`src/rtl/mem_stage.sv`:
```
// Memory-access stage: issues SRAM loads/stores over req/addr_ok/data_ok, extends load data,
// stalls until completion. Optional misaligned-address exception: MEM_UNALIGNED_EXC_EN.
module mem_stage #(
    parameter int unsigned ADDR_W = 32,
    parameter int unsigned DATA_W = 32,
    parameter int unsigned REG_AW = 5
) (
    input  logic              clk,
    input  logic              rst,
    input  logic [REG_AW-1:0] waddr_i,
    input  logic [DATA_W-1:0] wdata_i,
    input  logic              we_i,
    input  logic [3:0]        mem_op_i,
    input  logic [ADDR_W-1:0] mem_addr_i,
    input  logic [DATA_W-1:0] mem_sdata_i,
    input  logic              flush_i,
    output logic              data_req,
    output logic              data_wr,
    output logic [3:0]        data_wstrb,
    output logic [ADDR_W-1:0] data_addr,
    output logic [DATA_W-1:0] data_wdata,
    input  logic              data_addr_ok,
    input  logic              data_data_ok,
    input  logic [DATA_W-1:0] data_rdata,
    output logic [REG_AW-1:0] waddr_o,
    output logic [DATA_W-1:0] wdata_o,
    output logic              we_o,
    output logic              stallreq_o
`ifdef MEM_UNALIGNED_EXC_EN
    ,
    output logic              excp_ale_o,
    output logic [ADDR_W-1:0] badvaddr_o
`endif
);

    typedef enum logic [2:0] {StIdle, StReq, StWait, StDone, StDrain} state_e;

    localparam logic [1:0] SzByte = 2'd0;
    localparam logic [1:0] SzHalf = 2'd1;
    localparam logic [1:0] SzWord = 2'd2;

    state_e            state_q, state_d;
    logic [DATA_W-1:0] rdata_q, rdata_d;

    logic              is_load, is_store, is_mem, sign_ext;
    logic [1:0]        size;
    logic              ale;
    logic [ADDR_W-1:0] addr_aligned;
    logic [3:0]        strb;
    logic [DATA_W-1:0] sdata_rep;
    logic [DATA_W-1:0] byte_lane, half_lane, ld_ext;

    logic              req, stall, we, excp;
    logic [DATA_W-1:0] wdata;

    always_comb begin
        is_load  = 1'b0;
        is_store = 1'b0;
        sign_ext = 1'b0;
        size     = SzWord;
        unique case (mem_op_i)
            4'd1:  begin is_load  = 1'b1; sign_ext = 1'b1; size = SzByte; end
            4'd2:  begin is_load  = 1'b1; size = SzByte; end
            4'd3:  begin is_load  = 1'b1; sign_ext = 1'b1; size = SzHalf; end
            4'd4:  begin is_load  = 1'b1; size = SzHalf; end
            4'd5:  begin is_load  = 1'b1; size = SzWord; end
            4'd9:  begin is_store = 1'b1; size = SzByte; end
            4'd10: begin is_store = 1'b1; size = SzHalf; end
            4'd11: begin is_store = 1'b1; size = SzWord; end
            default: ;
        endcase
        is_mem = is_load | is_store;
    end

`ifdef MEM_UNALIGNED_EXC_EN
    assign ale = is_mem && (((size == SzHalf) && mem_addr_i[0]) ||
                            ((size == SzWord) && (mem_addr_i[1:0] != 2'b00)));
`else
    assign ale = 1'b0;
`endif

    always_comb begin
        addr_aligned = mem_addr_i;
        if (size == SzHalf) addr_aligned[0] = 1'b0;
        if (size == SzWord) addr_aligned[1:0] = 2'b00;
    end

    always_comb begin
        strb      = 4'b1111;
        sdata_rep = mem_sdata_i;
        if (size == SzByte) begin
            strb      = 4'b0001 << mem_addr_i[1:0];
            sdata_rep = {(DATA_W/8){mem_sdata_i[7:0]}};
        end else if (size == SzHalf) begin
            strb      = mem_addr_i[1] ? 4'b1100 : 4'b0011;
            sdata_rep = {(DATA_W/16){mem_sdata_i[15:0]}};
        end
    end

    // Lane select then sign/zero extension of the returning read data.
    always_comb begin
        byte_lane = data_rdata >> {mem_addr_i[1:0], 3'b000};
        half_lane = data_rdata >> {mem_addr_i[1], 4'b0000};
        ld_ext    = data_rdata;
        if (size == SzByte) begin
            ld_ext = {{(DATA_W-8){sign_ext & byte_lane[7]}}, byte_lane[7:0]};
        end else if (size == SzHalf) begin
            ld_ext = {{(DATA_W-16){sign_ext & half_lane[15]}}, half_lane[15:0]};
        end
    end

    always_comb begin
        state_d = state_q;
        rdata_d = rdata_q;
        req     = 1'b0;
        stall   = 1'b0;
        we      = 1'b0;
        excp    = 1'b0;
        wdata   = wdata_i;
        unique case (state_q)
            StIdle: begin
                if (!is_mem) begin
                    we = we_i;
                end else if (ale) begin
                    excp = 1'b1;
                end else if (!flush_i) begin
                    req     = 1'b1;
                    stall   = 1'b1;
                    state_d = data_addr_ok ? StWait : StReq;
                end
            end
            StReq: begin
                stall = 1'b1;
                if (flush_i) begin
                    state_d = StIdle;
                end else begin
                    req = 1'b1;
                    if (data_addr_ok) state_d = StWait;
                end
            end
            StWait: begin
                stall = 1'b1;
                if (data_data_ok) begin
                    // A flush coinciding with the data return has nothing left to drain.
                    if (flush_i) begin
                        state_d = StIdle;
                    end else begin
                        rdata_d = ld_ext;
                        state_d = StDone;
                    end
                end else if (flush_i) begin
                    state_d = StDrain;
                end
            end
            StDone: begin
                state_d = StIdle;
                if (is_load) begin
                    we    = we_i & ~flush_i;
                    wdata = rdata_q;
                end
            end
            StDrain: begin
                we = is_mem ? 1'b0 : we_i;
                if (data_data_ok) state_d = StIdle;
            end
            default: state_d = StIdle;
        endcase
    end

    always_ff @(posedge clk or posedge rst) begin
        if (rst) begin
            state_q <= StIdle;
            rdata_q <= '0;
        end else begin
            state_q <= state_d;
            rdata_q <= rdata_d;
        end
    end

    // Every output is forced low while reset is held, independent of the clock.
    always_comb begin
        data_req   = req & ~rst;
        data_wr    = req & ~rst & is_store;
        data_wstrb = (req && !rst && is_store) ? strb : 4'b0000;
        data_addr  = (req && !rst) ? addr_aligned : '0;
        data_wdata = (req && !rst && is_store) ? sdata_rep : '0;
        waddr_o    = rst ? '0 : waddr_i;
        wdata_o    = rst ? '0 : wdata;
        we_o       = we & ~rst;
        stallreq_o = stall & ~rst;
    end

`ifdef MEM_UNALIGNED_EXC_EN
    assign excp_ale_o = excp & ~rst;
    assign badvaddr_o = (excp && !rst) ? mem_addr_i : '0;
`else
    logic unused_excp;
    assign unused_excp = excp;
`endif

endmodule

```
`config.mk`:
```
export PLATFORM = sky130hd
export DESIGN_NAME = mem_stage
export DESIGN_NICKNAME = d
export VERILOG_FILES = /design/src/rtl/mem_stage.sv
export SDC_FILE = /design/constraint.sdc
export NUM_CORES = 1
export LEC_CHECK = 0
export ABC_AREA = 1
export BUFFER_PORTS_ARGS = -buffer_cell sky130_fd_sc_hd__buf_2
export CAP_MARGIN = 20
export CORE_MARGIN = 2
export CORE_UTILIZATION = 39
export DETAILED_ROUTE_END_ITERATION = 10
export PLACE_DENSITY = 0.78
export SLEW_MARGIN = 20
export SYNTH_ARGS = -nofsm -noshare
export SYNTH_HDL_FRONTEND = slang
export SYNTH_SLANG_ARGS = --single-unit
export TNS_END_PERCENT = 30
```
`constraint.sdc`:
```
create_clock -name clk -period 2.2 [get_ports clk]
set_input_delay 0.11 -clock clk [delete_from_list [all_inputs] [get_ports clk]]
set_output_delay 0.11 -clock clk [all_outputs]
set_load 0.03 [all_outputs]
```
Word level (Yosys, flattened, before mapping)
Cells that the tools add are included.
{"block": "totals", "register_bits": 35, "output_inout_bits": 109}
{"block": "classes", "eq_ne": 19, "n_shift": 3, "n_mux": 37, "bitwise": 10, "reduce_logical": 14}
{"op": "32-bit two-way mux", "n": 9}
{"op": "32-bit by 5-bit >> shifter with 16-bit output", "n": 1}
{"op": "32-bit by 5-bit >> shifter with 8-bit output", "n": 1}
{"op": "3-bit two-way mux", "n": 7}
{"op": "4-bit two-way mux", "n": 4}
{"op": "4-bit == test (second input constant)", "n": 3}
{"op": "3-bit one-hot mux with 4 select lines", "n": 1}
{"op": "3-bit OR reduction", "n": 3}
{"op": "4-bit by 2-bit == test with 1-bit output (second input constant)", "n": 2}
{"op": "4-bit by 3-bit == test with 1-bit output (second input constant)", "n": 2}
{"op": "1-bit two-way mux", "n": 8}
{"op": "1-bit bitwise AND", "n": 7}
{"op": "3-bit by 2-bit == test with 1-bit output (second input constant)", "n": 2}
{"op": "2-bit two-way mux", "n": 3}
{"op": "2-bit != test (second input constant)", "n": 3}
{"op": "3-bit != test (second input constant)", "n": 2}
{"op": "1-bit one-hot mux with 2 select lines", "n": 3}
{"op": "2-bit OR reduction", "n": 3}
{"op": "5-bit two-way mux", "n": 1}
{"op": "5-bit AND reduction", "n": 1}
{"op": "5-bit OR reduction", "n": 1}
{"op": "4-bit by 1-bit == test with 1-bit output (second input constant)", "n": 1}
{"op": "2-bit one-hot mux with 2 select lines", "n": 1}
{"op": "1-bit by 2-bit << shifter with 4-bit output (first input constant)", "n": 1}
{"op": "other kinds (11)", "n": 13}

Logic depth before layout (Yosys ltp)
Gate-level depths: netlist of run 1.
{"block": "depth", "ltp_word": 9, "depth_mapped": 11, "mapped_depth_nobuf": 10}

Worst setup path before layout of run 1
No wires, ideal clock.
{"block": "synth_path", "path_type": "input to output", "start": "input port rst", "end": "output port wdata_o[22]", "arrival_time_ps": 2379, "path_slack_ps": -289, "stages": 5, "path_buffers": 2, "path_cell_list": "clkbuf_1 -> inv_1 -> clkbuf_1 -> o21ai_0 -> nor2_1"}
{"block": "synth_via", "elab_chain_len": 1}
{"element": "from (decl)", "line": "9", "text": "input logic rst,"}
{"element": "32-bit two-way mux", "line": "188", "text": "wdata_o = rst ? '0 : wdata;"}
{"element": "to (decl)", "line": "26", "text": "output logic [DATA_W-1:0] wdata_o,"}
Every way passes these cells.

Worst setup path in the final report of run 1
{"block": "layout_path", "start": "register state_q[0]", "end": "output port data_wdata[22]"}
{"block": "layout_via", "elab_chain_len": 5}
{"element": "from (decl)", "line": "42", "text": "state_e state_q, state_d;"}
{"element": "from (signal assigned)", "line": "172", "text": "state_q <= StIdle;"}
{"element": "from (signal assigned)", "line": "175", "text": "state_q <= state_d;"}
{"element": "3-bit by 1-bit == test with 1-bit output or 3-bit zero test (tied branches)", "line": "120", "text": "unique case (state_q)"}
{"element": "1-bit one-hot mux with 2 select lines *", "line": "120"}
{"element": "1-bit logical AND * (2 in a row)", "line": "186", "text": "data_wdata = (req && !rst && is_store) ? sdata_rep : '0;"}
{"element": "32-bit two-way mux *", "line": "186"}
{"element": "to (decl)", "line": "21", "text": "output logic [DATA_W-1:0] data_wdata,"}
Every way passes the cells marked *; elsewhere a longest branch is shown, timed or not.

==> run summary, run 1 <==
Status: finished, final reports clean
Die width: 103 µm
Crit path kind: flip-flop to output pin
Area of the die: 10,700 µm²
GRT Total Usage: 23.2%
Routed WL: 13,100 µm
Critical Path RT: 2090 ps
Via count: 5,086
Distinct cells, synth: 27
MaxCap Viol Count: 0
Pwr dens: 607 nW/µm²
Proportion of layout cells with a drive suffix above 1: 31.4%
Largest net degree at the start of global routing: 68
# placed instances: 1,067
Final instance area: 5260 µm²
Crit path cell chain: nor2_2, nand2_1, inv_1, nand3_2, nand2_2, nand3_2, nor2_1, buf_2
Layout Utilization: 54.4%
Yosys warnings: 0
Most used cell, CP: nand3_2
Ant diodes: 0
GR Util met3: 3.63%
Post-Syn Instances: 712
Met1 usage: 29.1%
Non-Filler Instances: 1,077
Ports: 252
Met2 usage: 41.3%
Vias per inst: 4.72
Die Y: 103 µm
WP data arrival: 2050 ps
Total Power: 3.20 mW
Gpl congestion: 0.909
CP Max Fanout: 9
Initial Util: 39.8%
Global route overflow: 0
IO Port Bufs: 251
Clk sink count: 35
Clock Skew: 5.01 ps
H-tree depth: 2
FF+latch count, synth: 35
Min cycle time layout: 2160 ps
P_leak: 3.31 nW
Fmax: 463 MHz
Worst vdd ir: 0.238 mV
Initial DRT Pass Iterations: 4
Worst path max stage delay: 440 ps
CTS clk-pin slew, worst paths: 70 ps
Critical path's slowest cell: dfrtp_1
CTS Buf Count: 5
Final hold violations: 0
Hold WS: 104 ps
Post-Syn Nets: 855
CP Launch Type: flip-flop
Final Cycle Share: 98.2%
Post-route ant nets: 0
Sequential area share after synthesis: 22.7%
CTS Buffer Depth: 2
Antenna violations before repair: 0
Avg Cell Area, Syn: 5.41 µm²
RSZ-0062 raised after global routing: true
DP Area: 5110 µm²
Hpwl dp: 10,100 µm
CTS root buffer: clkbuf_8
Vias in the first global route: 4,384
Top Usage Layer GRT: met2
DR iter-0 viols: 203
Row cnt: 36
Core footprint: 9680 µm²
Area grow syn2layout: 36.7%
Worst-skew pair later-pin latency: 290 ps
CTS tree: done
First-pass GRT wire length: 19,900 µm
Routed WL per cell: 12.1 µm
Worst-Margin Slew: 464 ps
Synthesized area: 3850 µm²
Slew HR: 69.1%
Hold/Removal Path Class: input pin to flip-flop
Final setup vio count: 0
Critical Path End Type: output pin
Slew Viols, Final: 0
Final nets: 1,086
DRC errors left: 0
[area by class of cell]
type	instances	area (µm²)
Timing Repair Buffer	262	1370
Multi-Input combinational cell	524	2320
Tap cell	133	166
Clock buffer	8	100
Inverter	115	432
Sequential cell	35	876
Fill cell	1030	4420
[logic make-up (layout without fill, tap and decap cells)]
logic type             count (synthesis)  after routing  share of synthesized area, %
AOI/OAI and AO/OA                    154            154                          20.6
buffers and inverters                155            385                          18.2
DFF                                   35             35                          22.7
and+or+nand+nor                      368            370                          38.5
[sequential cells by signal, indices dropped and copies added, names as in the netlist]
register	count
rdata_q	32
state_q	3
[critical path, delay by kind of cell, from the launching register on]
kind                   cells  cell delay, ps
buffers and inverters      2             310
and+or+nand+nor            6             990
DFF                        1             440
[cell usage in the layout, fill, tap and decap left out, types with 6 or more instances in the layout]
master / synthesis / final
a21oi_1: 47 / 47
dfrtp_1: 35 / 35
nor2_1: 199 / 198
clkbuf_8: 0 / 7
buf_4: 8 / 10
o22ai_1: 8 / 8
inv_1: 110 / 109
o21ai_1: 9 / 12
o21ai_0: 87 / 84
buf_2: 16 / 250
nand3_1: 9 / 9
nand2_1: 138 / 138
inv_2: 5 / 6
[report_power, final]
| group | internal [mW] | switching, mW | leakage [nW] |
|---|---|---|---|
| clock | 0.286 | 0.233 | 0.0515 |
| combinational | 0.535 | 0.991 | 2.85 |
| sequential | 0.956 | 0.196 | 0.412 |
| total | 1.78 | 1.42 | 3.31 |
[repair_timing]
| item | in CTS | in global routing |
|---|---|---|
| resized for setup | 3 | 6 |
| endpoints found under the setup margin | 7 | 48 |
| hold buffers | 0 | 0 |
| cloned | 0 | 2 |
| pin swaps | 0 | 1 |
| buffers inserted | 0 | 0 |
[final timing paths]
kind,startpoint,endpoint,slack [ps],cells past startpoint
max,state_q[0],data_wdata[22],40,8
max reg2reg,state_q[2],rdata_q[4],500,7
min in group asynchronous,rst,state_q[0],110,3
max in group asynchronous,rst,rdata_q[27],1830,3
min reg2reg,rdata_q[2],rdata_q[2],490,2
min,data_addr_ok,state_q[0],100,2
[per-stage QoR]
step	TNS, ps	worst slack, ps
6_report	0	39.1
3_5_place_dp	0	268
4_1_cts	0	14.0
3_3_place_gp	0	307
5_1_grt	-577	-50.4
2_1_floorplan	0	355
[cell usage after synthesis]
master    number  area [µm²]
inv_2          5        18.8
nand2_2        5        31.3
nor2_1       199         747
a21boi_1       1        7.51
nand2_1      138         518
nand2_4        1        11.3
nand3_2        2        20.0
a31oi_1        1        6.26
nand3_4        1        17.5
nor2_2         4        25.0
o22ai_1        8        50.1
o21ai_1        9        45.0
inv_1        110         413
nand3b_1       1        7.51
o21ai_0       87         435
nor2_4         2        22.5
nand3_1        9        45.0
o22ai_2        1        12.5
buf_6          9         101
a21oi_1       47         235
nand4_1        2        12.5
dfrtp_1       35         876
buf_2         16        80.1
nor3_1         3        15.0
clkbuf_1       7        26.3
buf_4          8        60.1
nor3_2         1        10.0
[per-layer routing]
layer,vias up,routed length [µm]
li1,2644,-
met3,15,832
met2,193,6580
met1,2234,5480
met5,-,0
met4,0,161
No activity file was read; power rests on OpenSTA's default activity.
==> run 2, diff against run 1 <==
Settings changed: ABC_AREA 1 to unset, BUFFER_PORTS_ARGS -buffer_cell sky130_fd_sc_hd__buf_2 to -buffer_cell sky130_fd_sc_hd__buf_4, CORE_UTILIZATION 39 to 38, PLACE_DENSITY 0.78 to 0.79.
==> run summary, run 2 <==
Proportion of layout cells with a drive suffix above 1: 42.2% (+11 points)
Largest area contributor in the netlist: dfrtp_1
Sequential area share after synthesis: 25.6% (+2.8 points)
Post-CTS setup buffers: 0 (unchanged)
Synth cell count leaders: nand2_1 (106), a21oi_1 (70), nand3_1 (51)
DP Area: 5390 µm² (+5.4%)
Area of the die: 9790 µm² (-8.3%)
CP Launch Type: flip-flop
Ports: 252 (unchanged)
Initial Util: 39.3% (-0.47 points)
Hold WS: 42.7 ps (-61.0 ps)
Reg with most FFs: rdata_q
Die width: 99.0 µm (-4.3%)
Largest net degree at the start of global routing: 40 (-41%)
IO Port Bufs: 251 (unchanged)
Routed WL: 14,600 µm (+12%)
Worst-skew pair later-pin latency: 290 ps (about the same)
Post-route ant nets: 0 (unchanged)
Synth top area share: 25.6% (+2.8 points)
GRT Total Usage: 29.0% (+5.7 points)
Worst r2r dst: rdata_q[1]
Hold/Removal Path Class: input pin to flip-flop
Routed WL per cell: 17.7 µm (+46%)
Setup total negative slack: 0 ps (unchanged)
DR iter-0 viols: 249 (+23%)
Slew HR: 54.1% (-15 points)
Final hold violations: 0 (unchanged)
Yosys warnings: 0 (unchanged)
Comb pwr share: 50.2% (+2.5 points)
Initial DRT Pass Iterations: 6 (+2)
Vias in the first global route: 4,471 (+2.0%)
Fraction of registers with async set or reset after synthesis: 100% (unchanged)
H-tree depth: 2 (unchanged)
Gpl congestion: 0.902 (-0.72%)
Clk sink count: 35 (unchanged)
Internal: 2.08 mW (+17%)
WP data arrival: 2020 ps (-30 ps)
CP Max Fanout: 32 (+23)
Synth top area cells: dfrtp_1 (26%), nand2_1 (12%), a21oi_1 (10%)
Via count: 4,615 (-9.3%)
MaxCap Viol Count: 0 (unchanged)
Final nets: 863 (-21%)
DRC errors left: 0 (unchanged)
Critical Path End Type: output pin
Worst r2r path cells: 6 (-1)
Total Power: 3.48 mW (+8.8%)
Vias per inst: 5.57 (+18%)
Min cycle time layout: 2130 ps (-27.7 ps)
Worst vdd ir: 0.356 mV (+49%)
Distinct cells, synth: 52 (+93%)
Avg Cell Area, Syn: 7.03 µm² (+30%)
Switching pwr: 1.40 mW (-1.4%)
Post-Syn Instances: 487 (-32%)
Clock Skew: 2.50 ps (-2.50 ps)
CTS Buffer Depth: 2 (unchanged)
RSZ-0062 raised after global routing: true
Worst-Margin Slew: 688 ps (+224 ps)
Synthesized area: 3430 µm² (-11%)
CTS Buf Count: 5 (unchanged)
Critical Path End: wdata_o[7]
FF+latch count, synth: 35 (unchanged)
Status: finished, final reports clean
Row cnt: 34 (-5.6%)
Worst path max stage delay: 410 ps (-30 ps)
Ant diodes: 0 (unchanged)
Fmax: 469 MHz (+1.3%)
Flop pwr share: 33.1% (-2.9 points)
Worst Path Buf+Inv: 3 (+1)
CTS tree: done
Worst R2R Setup Slack: 370 ps (-130 ps)
Reg2reg start: state_q[2]
CP top delay family: buffers and inverters
CTS clk-pin slew, worst paths: 70 ps (about the same)
Slew Viols, Final: 0 (unchanged)
Top flop regs: rdata_q (32), state_q (3)
Core footprint: 8720 µm² (-9.9%)
EDFF count, synth: 0 (unchanged)
Critical path's slowest cell: dfrtp_1
Die Y: 99.0 µm (-4.3%)
First-pass GRT wire length: 22,800 µm (+15%)
Net Sw Frac: 40.3% (-4.2 points)
Crit path cell chain: buf_6, and3b_2, and3_1, buf_12, nand2_1, a21oi_1, buf_4
Crit path kind: flip-flop to output pin
Antenna violations before repair: 0 (unchanged)
Critical Path RT: 2090 ps (about the same)
P_leak: 2.76 nW (-17%)
Area grow syn2layout: 61.2%
Place WS: 331 ps (+63.2 ps)
Post-Syn Nets: 630 (-26%)
Hpwl dp: 11,500 µm (+14%)
Final instance area: 5520 µm² (+4.9%)
Commonest non-fill, non-tap cell in the layout: buf_4
Most common cell in the netlist: nand2_1
Number of cells on the critical path: 7 (-1)
Largest register FFs: 32 (unchanged)
Critical Path Start: state_q[1]
Global route overflow: 0 (unchanged)
Final Cycle Share: 97.0% (-1.3 points)
CTS root buffer: clkbuf_8
Final worst slack: 66.8 ps (+27.7 ps)
Final setup vio count: 0 (unchanged)
Post-CTS Hold Buffers: 0 (unchanged)
Ys flop type: dfrtp_1
Commonest non-fill, non-tap cells in the layout: buf_4 (269), nand2_1 (106), a21oi_1 (70)
Clock power share: 16.8% (+0.6 points)
Pwr dens: 630 nW/µm² (+3.7%)
## run 2: changes by cell type after synthesis, sizes merged, moves of 9 or more
cell	before	now
clkbuf	7	18
nand2	144	106
o21ai	96	16
nand3	12	51
a21oi	47	70
and2	0	38
inv	115	4
nor2	205	32
o22ai	9	0
a31oi	1	17
## run 2: kinds of logic after synthesis
kind of cell    share of synthesized area [%]
compound gates                           21.5
xor+xnor                                0.767
buf+inv                                  7.23
flops                                    25.6
mux                                      7.63
simple gates                             37.3
## run 2: power by group through the flow
| stage | combinational (mW) | sequential [mW] | clock, mW |
|---|---|---|---|
| 6_report | 1.74 | 1.15 | 0.584 |
| 4_1_cts | 1.73 | 1.14 | 0.586 |
| 5_1_grt | 1.91 | 1.18 | 0.624 |
| 3_3_place_gp | 1.69 | 1.14 | 0 |
| 2_1_floorplan | 1.12 | 1.09 | 0 |
| 3_5_place_dp | 1.72 | 1.15 | 0 |
## run 2: worst min path at each step
| stage | startpoint | endpoint | slack (ps) | cells past startpoint |
|---|---|---|---|---|
| 2_1_floorplan | data_data_ok | state_q[2] | 180 | 1 |
| 3_3_place_gp | data_data_ok | state_q[2] | 340 | 2 |
| 3_5_place_dp | data_data_ok | state_q[2] | 330 | 2 |
| 4_1_cts | data_data_ok | state_q[2] | 40 | 2 |
| 5_1_grt | data_data_ok | state_q[2] | 60 | 2 |
| 6_report | data_data_ok | state_q[2] | 40 | 2 |
## run 2: routing by layer
layer  GRT usage, %  routed length [µm]  vias to the layer above
met5              0                   0                        -
met4           11.2                 479                        0
met3           8.09                1570                       36
met2           50.8                7290                      286
met1           33.4                5300                     2128
li1               -                   -                     2165
## run 2: layout make-up
class,count,area [µm²]
inverter,4,15.0
fill,807,3200
tap,108,135
multi-input combinational,402,2320
clock buffer,5,68.8
timing repair buffer,272,2070
sequential,35,876
clock inverter,3,43.8
## run 2: worst reg2reg max path, delay by kind of cell, from the launching register on
family                 cells  cell delay, ps
DFF                        1             390
AOI/OAI and AO/OA          1             250
buffers and inverters      2             400
and+or+nand+nor            3             700
## run 2: metrics by stage
stage	util, %	instances
6_report	63.3	829
5_1_grt	63.3	829
4_1_cts	63.1	829
3_5_place_dp	61.8	821
3_3_place_gp	61.8	821
2_1_floorplan	-	487
## run 2: what timing repair did
action                                 in CTS  in global routing
resized for setup                           0                  6
setup endpoints to repair                   0                 29
endpoints found under the hold margin       0                  0
